[config.mk]
export PLATFORM = sky130hd
export DESIGN_NAME = reg_wb_arbiter
export DESIGN_NICKNAME = d
export VERILOG_FILES = /design/src/rtl/reg_wb_arbiter.sv
export SDC_FILE = /design/constraint.sdc
export NUM_CORES = 1
export LEC_CHECK = 0
export BUFFER_PORTS_ARGS = -buffer_cell sky130_fd_sc_hd__buf_2
export CORE_ASPECT_RATIO = 0.5
export CORE_UTILIZATION = 53
export DETAILED_ROUTE_END_ITERATION = 8
export PLACE_DENSITY_LB_ADDON = 0.3
export SLEW_MARGIN = 20
export SYNTH_ARGS = -nofsm -noshare
export SYNTH_HDL_FRONTEND = slang
export SYNTH_SLANG_ARGS = --single-unit
[constraint.sdc]
create_clock -name Clk -period 6.2 [get_ports Clk]
set_clock_uncertainty 0.05 [all_clocks]
set_input_delay 1.24 -clock Clk [delete_from_list [all_inputs] [get_ports Clk]]
set_output_delay 1.24 -clock Clk [all_outputs]
set_load 0.05 [all_outputs]
[src/rtl/reg_wb_arbiter.sv]
// reg_wb_arbiter: write-port controller for the 32x32 CPU register file.
//
// The single register-file write port (Rw/RegWr/busW) is shared between the
// in-order pipeline writeback and a long-latency result source (mul/div/load
// return). The long source wins only when the pipeline is idle, or once it
// has been refused MAX_WAIT cycles in a row, at which point pipe_hold stalls
// the pipeline. A busy scoreboard records destinations still owed by long
// ops, so decode can stall on RAW/WAW hazards.
//
// Ports:
//   Clk, Rst                       clock, synchronous active-high reset
//   pipe_valid/pipe_rd/pipe_data   pipeline writeback request (no handshake)
//   long_valid/long_rd/long_data   long-latency result, long_ready = accept
//   iss_valid/iss_rd, iss_full     long-op issue and outstanding-limit flag
//   chk_ra/chk_rb/chk_rd, hz_stall decode hazard check against busy vector
//   pipe_hold                      pipeline must not write back this cycle
//   Rw/RegWr/busW                  registered register-file write port
//   busy                           scoreboard, bit i = register i owed
module reg_wb_arbiter #(
    parameter int unsigned MAX_WAIT = 4,
    parameter int unsigned MAX_OUT  = 4
) (
    input  logic        Clk,
    input  logic        Rst,
    input  logic        pipe_valid,
    input  logic [4:0]  pipe_rd,
    input  logic [31:0] pipe_data,
    input  logic        long_valid,
    input  logic [4:0]  long_rd,
    input  logic [31:0] long_data,
    output logic        long_ready,
    input  logic        iss_valid,
    input  logic [4:0]  iss_rd,
    output logic        iss_full,
    input  logic [4:0]  chk_ra,
    input  logic [4:0]  chk_rb,
    input  logic [4:0]  chk_rd,
    output logic        hz_stall,
    output logic        pipe_hold,
    output logic [4:0]  Rw,
    output logic        RegWr,
    output logic [31:0] busW,
    output logic [31:0] busy
);

    localparam int unsigned      WaitW   = $clog2(MAX_WAIT + 1);
    localparam logic [WaitW-1:0] WaitMax = WaitW'(MAX_WAIT);
    localparam logic [4:0]       OutMax  = 5'(MAX_OUT);

    logic [WaitW-1:0] wait_q, wait_d;
    logic [4:0]       out_q, out_d;
    logic [31:0]      busy_q, busy_d;
    logic [4:0]       rw_q, rw_d;
    logic [31:0]      bus_w_q, bus_w_d;
    logic             reg_wr_q, reg_wr_d;
    // Set when the write currently on the port came from a long grant; its
    // destination is rw_q, so the scoreboard clear needs no separate copy.
    logic             wb_long_q, wb_long_d;

    logic long_grant, pipe_win, iss_acc;

    assign pipe_hold  = (wait_q >= WaitMax);
    assign long_ready = long_valid & (pipe_hold | ~pipe_valid);
    assign long_grant = long_valid & long_ready;
    assign pipe_win   = pipe_valid & ~pipe_hold;

    assign iss_full = (out_q == OutMax);
    assign iss_acc  = iss_valid & ~iss_full;

    assign hz_stall = busy_q[chk_ra] | busy_q[chk_rb] | busy_q[chk_rd];

    assign Rw    = rw_q;
    assign RegWr = reg_wr_q;
    assign busW  = bus_w_q;
    assign busy  = busy_q;

    // Write port: winner of this cycle appears on the port next cycle.
    always_comb begin
        rw_d      = rw_q;
        bus_w_d   = bus_w_q;
        reg_wr_d  = 1'b0;
        wb_long_d = 1'b0;
        if (long_grant) begin
            rw_d      = long_rd;
            bus_w_d   = long_data;
            reg_wr_d  = (long_rd != 5'd0);
            wb_long_d = 1'b1;
        end else if (pipe_win) begin
            rw_d     = pipe_rd;
            bus_w_d  = pipe_data;
            reg_wr_d = (pipe_rd != 5'd0);
        end
    end

    // Starvation counter: counts consecutive refusals of a valid long result.
    always_comb begin
        wait_d = '0;
        if (long_valid && !long_ready) begin
            wait_d = (wait_q == WaitMax) ? wait_q : wait_q + 1'b1;
        end
    end

    // Scoreboard: clear lands on the register-file write edge; a set on the
    // same edge is applied last so it wins.
    always_comb begin
        busy_d = busy_q;
        if (wb_long_q) begin
            busy_d[rw_q] = 1'b0;
        end
        if (iss_acc && (iss_rd != 5'd0)) begin
            busy_d[iss_rd] = 1'b1;
        end
    end

    always_comb begin
        unique case ({iss_acc, wb_long_q})
            2'b10:   out_d = out_q + 5'd1;
            2'b01:   out_d = (out_q == 5'd0) ? out_q : out_q - 5'd1;
            default: out_d = out_q;
        endcase
    end

    always_ff @(posedge Clk) begin
        if (Rst) begin
            wait_q    <= '0;
            out_q     <= '0;
            busy_q    <= '0;
            rw_q      <= '0;
            bus_w_q   <= '0;
            reg_wr_q  <= 1'b0;
            wb_long_q <= 1'b0;
        end else begin
            wait_q    <= wait_d;
            out_q     <= out_d;
            busy_q    <= busy_d;
            rw_q      <= rw_d;
            bus_w_q   <= bus_w_d;
            reg_wr_q  <= reg_wr_d;
            wb_long_q <= wb_long_d;
        end
    end

endmodule

* Word-level counts from Yosys, hierarchy flattened
Cells that the tools add are included.
** Word-level totals
- Register bits :: 79
- Input port bits :: 99
- Output and inout port bits :: 74
- Logic and storage cells :: 71
** Cells by class
- $add $sub $neg :: 3
- Magnitude comparators :: 8
- Eq/ne operators :: 5
- Mux-type cells :: 21
- Bitwise logic cells :: 14
- Reductions and logical operators :: 13
** Operators with widths (number)
- $mux 32 :: 4
- $and 32x32->32 :: 1
- $not 32->32 :: 1
- $or 32x32->32 :: 1
- $lt 5x6->1 const B :: 5
- $bmux 1 s5 :: 3
- $mux 5 :: 3
- $reduce_bool 5->1 :: 3
- $demux 1 s5 :: 2
- $ge 5x1->1 const B :: 2
- $pmux 5 s2 :: 1
- $mux 1 :: 8
- $add 5x1->5 const B :: 1
- $eq 5x3->1 const B :: 1
- $logic_not 5->1 :: 1
- $sub 5x1->5 const B :: 1
- $and 1x1->1 :: 4
- $logic_and 1x1->1 :: 4
- $not 1->1 :: 4
- $reduce_bool 2->1 :: 2
- $add 3x1->3 const B :: 1
- $eq 3x3->1 const B :: 1
- $ge 3x3->1 const B :: 1
- $or 1x1->1 :: 3
- 6 further kinds :: 6

* Depth between registers and ports, before layout
- Word-level depth :: 9
- Depth in mapped cells :: 11
- Depth with buffers taken out :: 10

* Worst setup path after synthesis
No wires, ideal clock.
- Path type :: input to output
- From :: input port chk_rd[2]
- To :: output port hz_stall
- Arrival :: 2.987 ns
- Required time :: 4.910 ns
- Path slack :: 1.923 ns
- Stages :: 5
- Path buffers :: 1
- Path through :: clkbuf_1 -> mux4_2 -> mux2_2 -> o211ai_1 -> nand4b_1
** On the way
- Word-level cells in the longest chain between the ends :: 3
** RTL lines
- from (decl) :: RTL line 37 : input logic [4:0] chk_rd,
- $bmux 1 s5 :: RTL line 70 : assign hz_stall = busy_q[chk_ra] | busy_q[chk_rb] | busy_q[chk_rd];
- $mux 1 (implied by the code) :: RTL line 70
- $or 1x1->1 :: RTL line 70
- to (decl) :: RTL line 38 : output logic hz_stall,
Every way passes these cells. The select of a mux whose other input is x is not followed.

* Final worst setup path
- From :: input port chk_rb[1]
- To :: output port hz_stall
** On the way
- Word-level cells in the longest chain between the ends :: 4
** RTL lines
- from (decl) :: RTL line 36 : input logic [4:0] chk_rb,
- $bmux 1 s5 :: RTL line 70
- $mux 1 (implied by the code) :: RTL line 70
- $or 1x1->1 (2 in series) :: RTL line 70
Every way passes these cells. The select of a mux whose other input is x is not followed.

==> impl_metrics.py <==
metrics = {
    "place": {
        "hpwl_mm": 8.68,
        "port_buffers": 172,
        "gp_congestion": 0.918,
    },
    "cts": {
        "cts_tree": "built",
        "clk_latency_ns": 0.32,
        "cts_resized": 0,
        "cts.path.max_buffers": 2,
        "cts_buffers": 9,
        "cts-htree-levels": 3,
        "clk_pin_slew_worst_paths_ns": 0.06,
        "post_cts_buffers": 0,
        "root_buffer": "clkbuf_16",
        "clock-sinks": 79,
        "postCtsHoldBufs": 0,
    },
    "detailed_routing": {
        "wire_per_inst_um": 17.0,
        "drt-pass1-iter-count": 5,
        "drc": 0,
        "viasPerCell": 5.88,
        "first_iter_violations": 379,
        "antenna_left": 0,
        "vias": 4323,
        "routed_wirelength_mm": 12.5,
    },
    "timing": {
        "finalHoldViolations": 0,
        "finalSetupViolations": 0,
        "min_period_ns": 4.37,
        "rsz0062_at_grt": "false",
        "worst_slew_pin_slew_ns": 0.813,
        "relSlewSlack_pct": 45.8,
        "max_freq_ghz": 0.229,
        "timing.final.crit_share_pct": 70.6,
        "drv_slew": 0,
        "finalSetupTns_ns": 0,
    },
    "setup_path": {
        "crit_type": "input port to output pin",
        "cp_data_required_time_ns": 4.91,
        "arrival_ns": 3.08,
        "critPathCaptureType": "output pin",
        "setup.worst_path.start_class": "input port",
        "cp_max_fo": 13,
    },
    "global_routing": {
        "grt_overflow": 0,
        "grt_pass1_vias": 3933,
        "grt_max_degree": 80,
        "grt_pass1_wl_mm": 19.4,
        "grt_antenna_before_repair": 1,
        "grtUsageTotal_pct": 29.6,
    },
    "outcome": {
        "status": "complete, no violations",
    },
    "finish": {
        "synthToLayoutAreaGrowth_pct": 27.4,
        "nets": 724,
        "n_fill_cell": 615,
        "antenna_cells": 0,
        "drive_above_1_share_pct": 35.2,
    },
    "power": {
        "p_clk_share_pct": 39.3,
        "power.internal_uw": 971,
        "switching_share_pct": 29.1,
        "ir_drop_mv": 0.197,
        "power.net_switching_uw": 399,
        "leakage_nw": 2.44,
        "p_total_mw": 1.37,
        "sequentialPowerShare_pct": 40.7,
        "combPwrFrac_pct": 20.0,
        "p_per_area_mw_per_mm2": 249,
    },
    "synthesis": {
        "yosysWarnings": 0,
        "postSynthNetCount": 577,
        "syn-mean-instance-area_um2": 9.08,
        "yosys_most_used_dff": "dfxtp_1",
        "synth-async-reset-ratio_pct": 0,
        "ys_ff_latch": 79,
        "synthTopCellsByArea": "dfxtp_1, mux2i_1, mux4_2",
        "synthTopCellsByCount": "dfxtp_1, mux2i_1, nor2_1",
        "netlist.area_leader.share_pct": 36.7,
        "synth_most_common_cell": "dfxtp_1",
        "syn_area_mm2": 0.00431,
        "seq_area_frac_synth_pct": 36.7,
        "synth-edff-count": 0,
        "yosysTopAreaCell": "dfxtp_1",
        "syn_inst": 475,
        "ys_types": 49,
    },
    "die": {
        "die_x_um": 130,
        "die_h_um": 65.8,
        "fp.coreArea_mm2": 0.00760,
        "ios": 173,
        "initial_core_util_pct": 56.8,
        "dieArea_mm2": 0.00852,
        "fp-row-count": 22,
    },
    "flow_run": {
        "maxCapViolCount": 0,
    },
    "hold_path": {
        "hold_class": "register to register",
    },
}
==> critical path, cell delays in order <==
cell and delay (ns):
buf_2 0.30, mux2_2 0.37, o311ai_0 0.37, a311oi_1 0.11, nor4_1 0.32, nand4b_1 0.13
buf_2 0.22
==> through the flow <==
stage / std cells / instance area, um2 / setup slack [ns] / util (%) / hold WS (ns)
3_5_place_dp: 719 / 5190 / 1.86 / 68.3 / 0.401
4_1_cts: 735 / 5500 / 1.85 / 72.3 / 0.409
6_report: 735 / 5500 / 1.83 / 72.3 / 0.406
3_3_place_gp: 719 / 5180 / 1.88 / 68.2 / 0.395
5_1_grt: 735 / 5500 / 1.60 / 72.3 / 0.419
2_1_floorplan: 475 / 4310 / 1.92 / - / 0.380
==> state kept, by name (all words and copies together), names as in the netlist <==
name,cells
wait_q,3
Rw,5
busW,32
RegWr,1
out_q,5
wb_long_q,1
busy,32
==> placed cells by master (no fill, tap or decap), types with 3 or more instances in the layout <==
| master | synthesis | layout |
|---|---|---|
| nor3_1 | 8 | 8 |
| a211oi_1 | 41 | 41 |
| a21oi_1 | 35 | 35 |
| o21ai_0 | 35 | 35 |
| clkbuf_8 | 0 | 3 |
| buf_4 | 0 | 3 |
| nor2_1 | 48 | 48 |
| buf_2 | 5 | 172 |
| nor2b_1 | 6 | 6 |
| clkbuf_16 | 0 | 9 |
| nand3_1 | 6 | 6 |
| inv_1 | 8 | 8 |
| or3b_2 | 3 | 3 |
| mux2_2 | 3 | 3 |
| dfxtp_1 | 79 | 79 |
| ha_1 | 3 | 3 |
| nand2_1 | 38 | 38 |
| mux4_2 | 19 | 19 |
| nor3b_1 | 7 | 7 |
| nand3b_1 | 5 | 5 |
| mux2i_1 | 48 | 48 |
==> layer usage <==
layer	GRT usage (%)	routed length, um	vias up
met5	0	10	-
met4	7.41	90	2
met3	8.98	1110	16
met2	51.0	6100	226
met1	36.4	5180	2016
li1	-	-	2063
==> logic make-up (layout without fill, tap and decap cells) <==
| family | count (synthesis) | count (layout) | synth area share, % |
|---|---|---|---|
| flip-flops | 79 | 79 | 36.7 |
| buffers and inverters | 47 | 199 | 4.26 |
| XOR/XNOR | 3 | 3 | 0.609 |
| adder cells (fa/ha/maj) | 3 | 3 | 0.870 |
| AO/OA/AOI/OAI | 127 | 127 | 18.5 |
| multiplexers | 70 | 70 | 21.8 |
| AND/OR/NAND/NOR | 146 | 146 | 17.3 |
==> final cells by class <==
class | instances | area (um2) | area share [%]
Timing Repair Buffer | 175 | 883 | 16.1
Multi-Input combinational cell | 349 | 2560 | 46.5
Inverter | 8 | 30.0 | 0.546
Clock buffer | 13 | 270 | 4.92
Sequential cell | 79 | 1580 | 28.8
Tap cell | 108 | 135 | 2.46
Clock inverter | 3 | 40.0 | 0.728
==> power by group through the flow <==
| stage | Combinational, mW | Clock (mW) | Sequential (mW) |
|---|---|---|---|
| 2_1_floorplan | 0.124 | 0 | 0.633 |
| 3_3_place_gp | 0.267 | 0 | 0.567 |
| 3_5_place_dp | 0.272 | 0 | 0.567 |
| 4_1_cts | 0.273 | 0.545 | 0.557 |
| 5_1_grt | 0.295 | 0.575 | 0.561 |
| 6_report | 0.273 | 0.539 | 0.558 |
==> worst paths after layout <==
check	from	endpoint	slack (ns)	cells after the start
hold / removal	wait_q[0]	wait_q[0]	0.41	1
hold reg to reg	wait_q[0]	wait_q[0]	0.41	1
setup reg to reg	out_q[0]	out_q[4]	3.44	10
setup / recovery	chk_rb[1]	hz_stall	1.83	7
No activity file was read; power rests on OpenSTA's default activity.
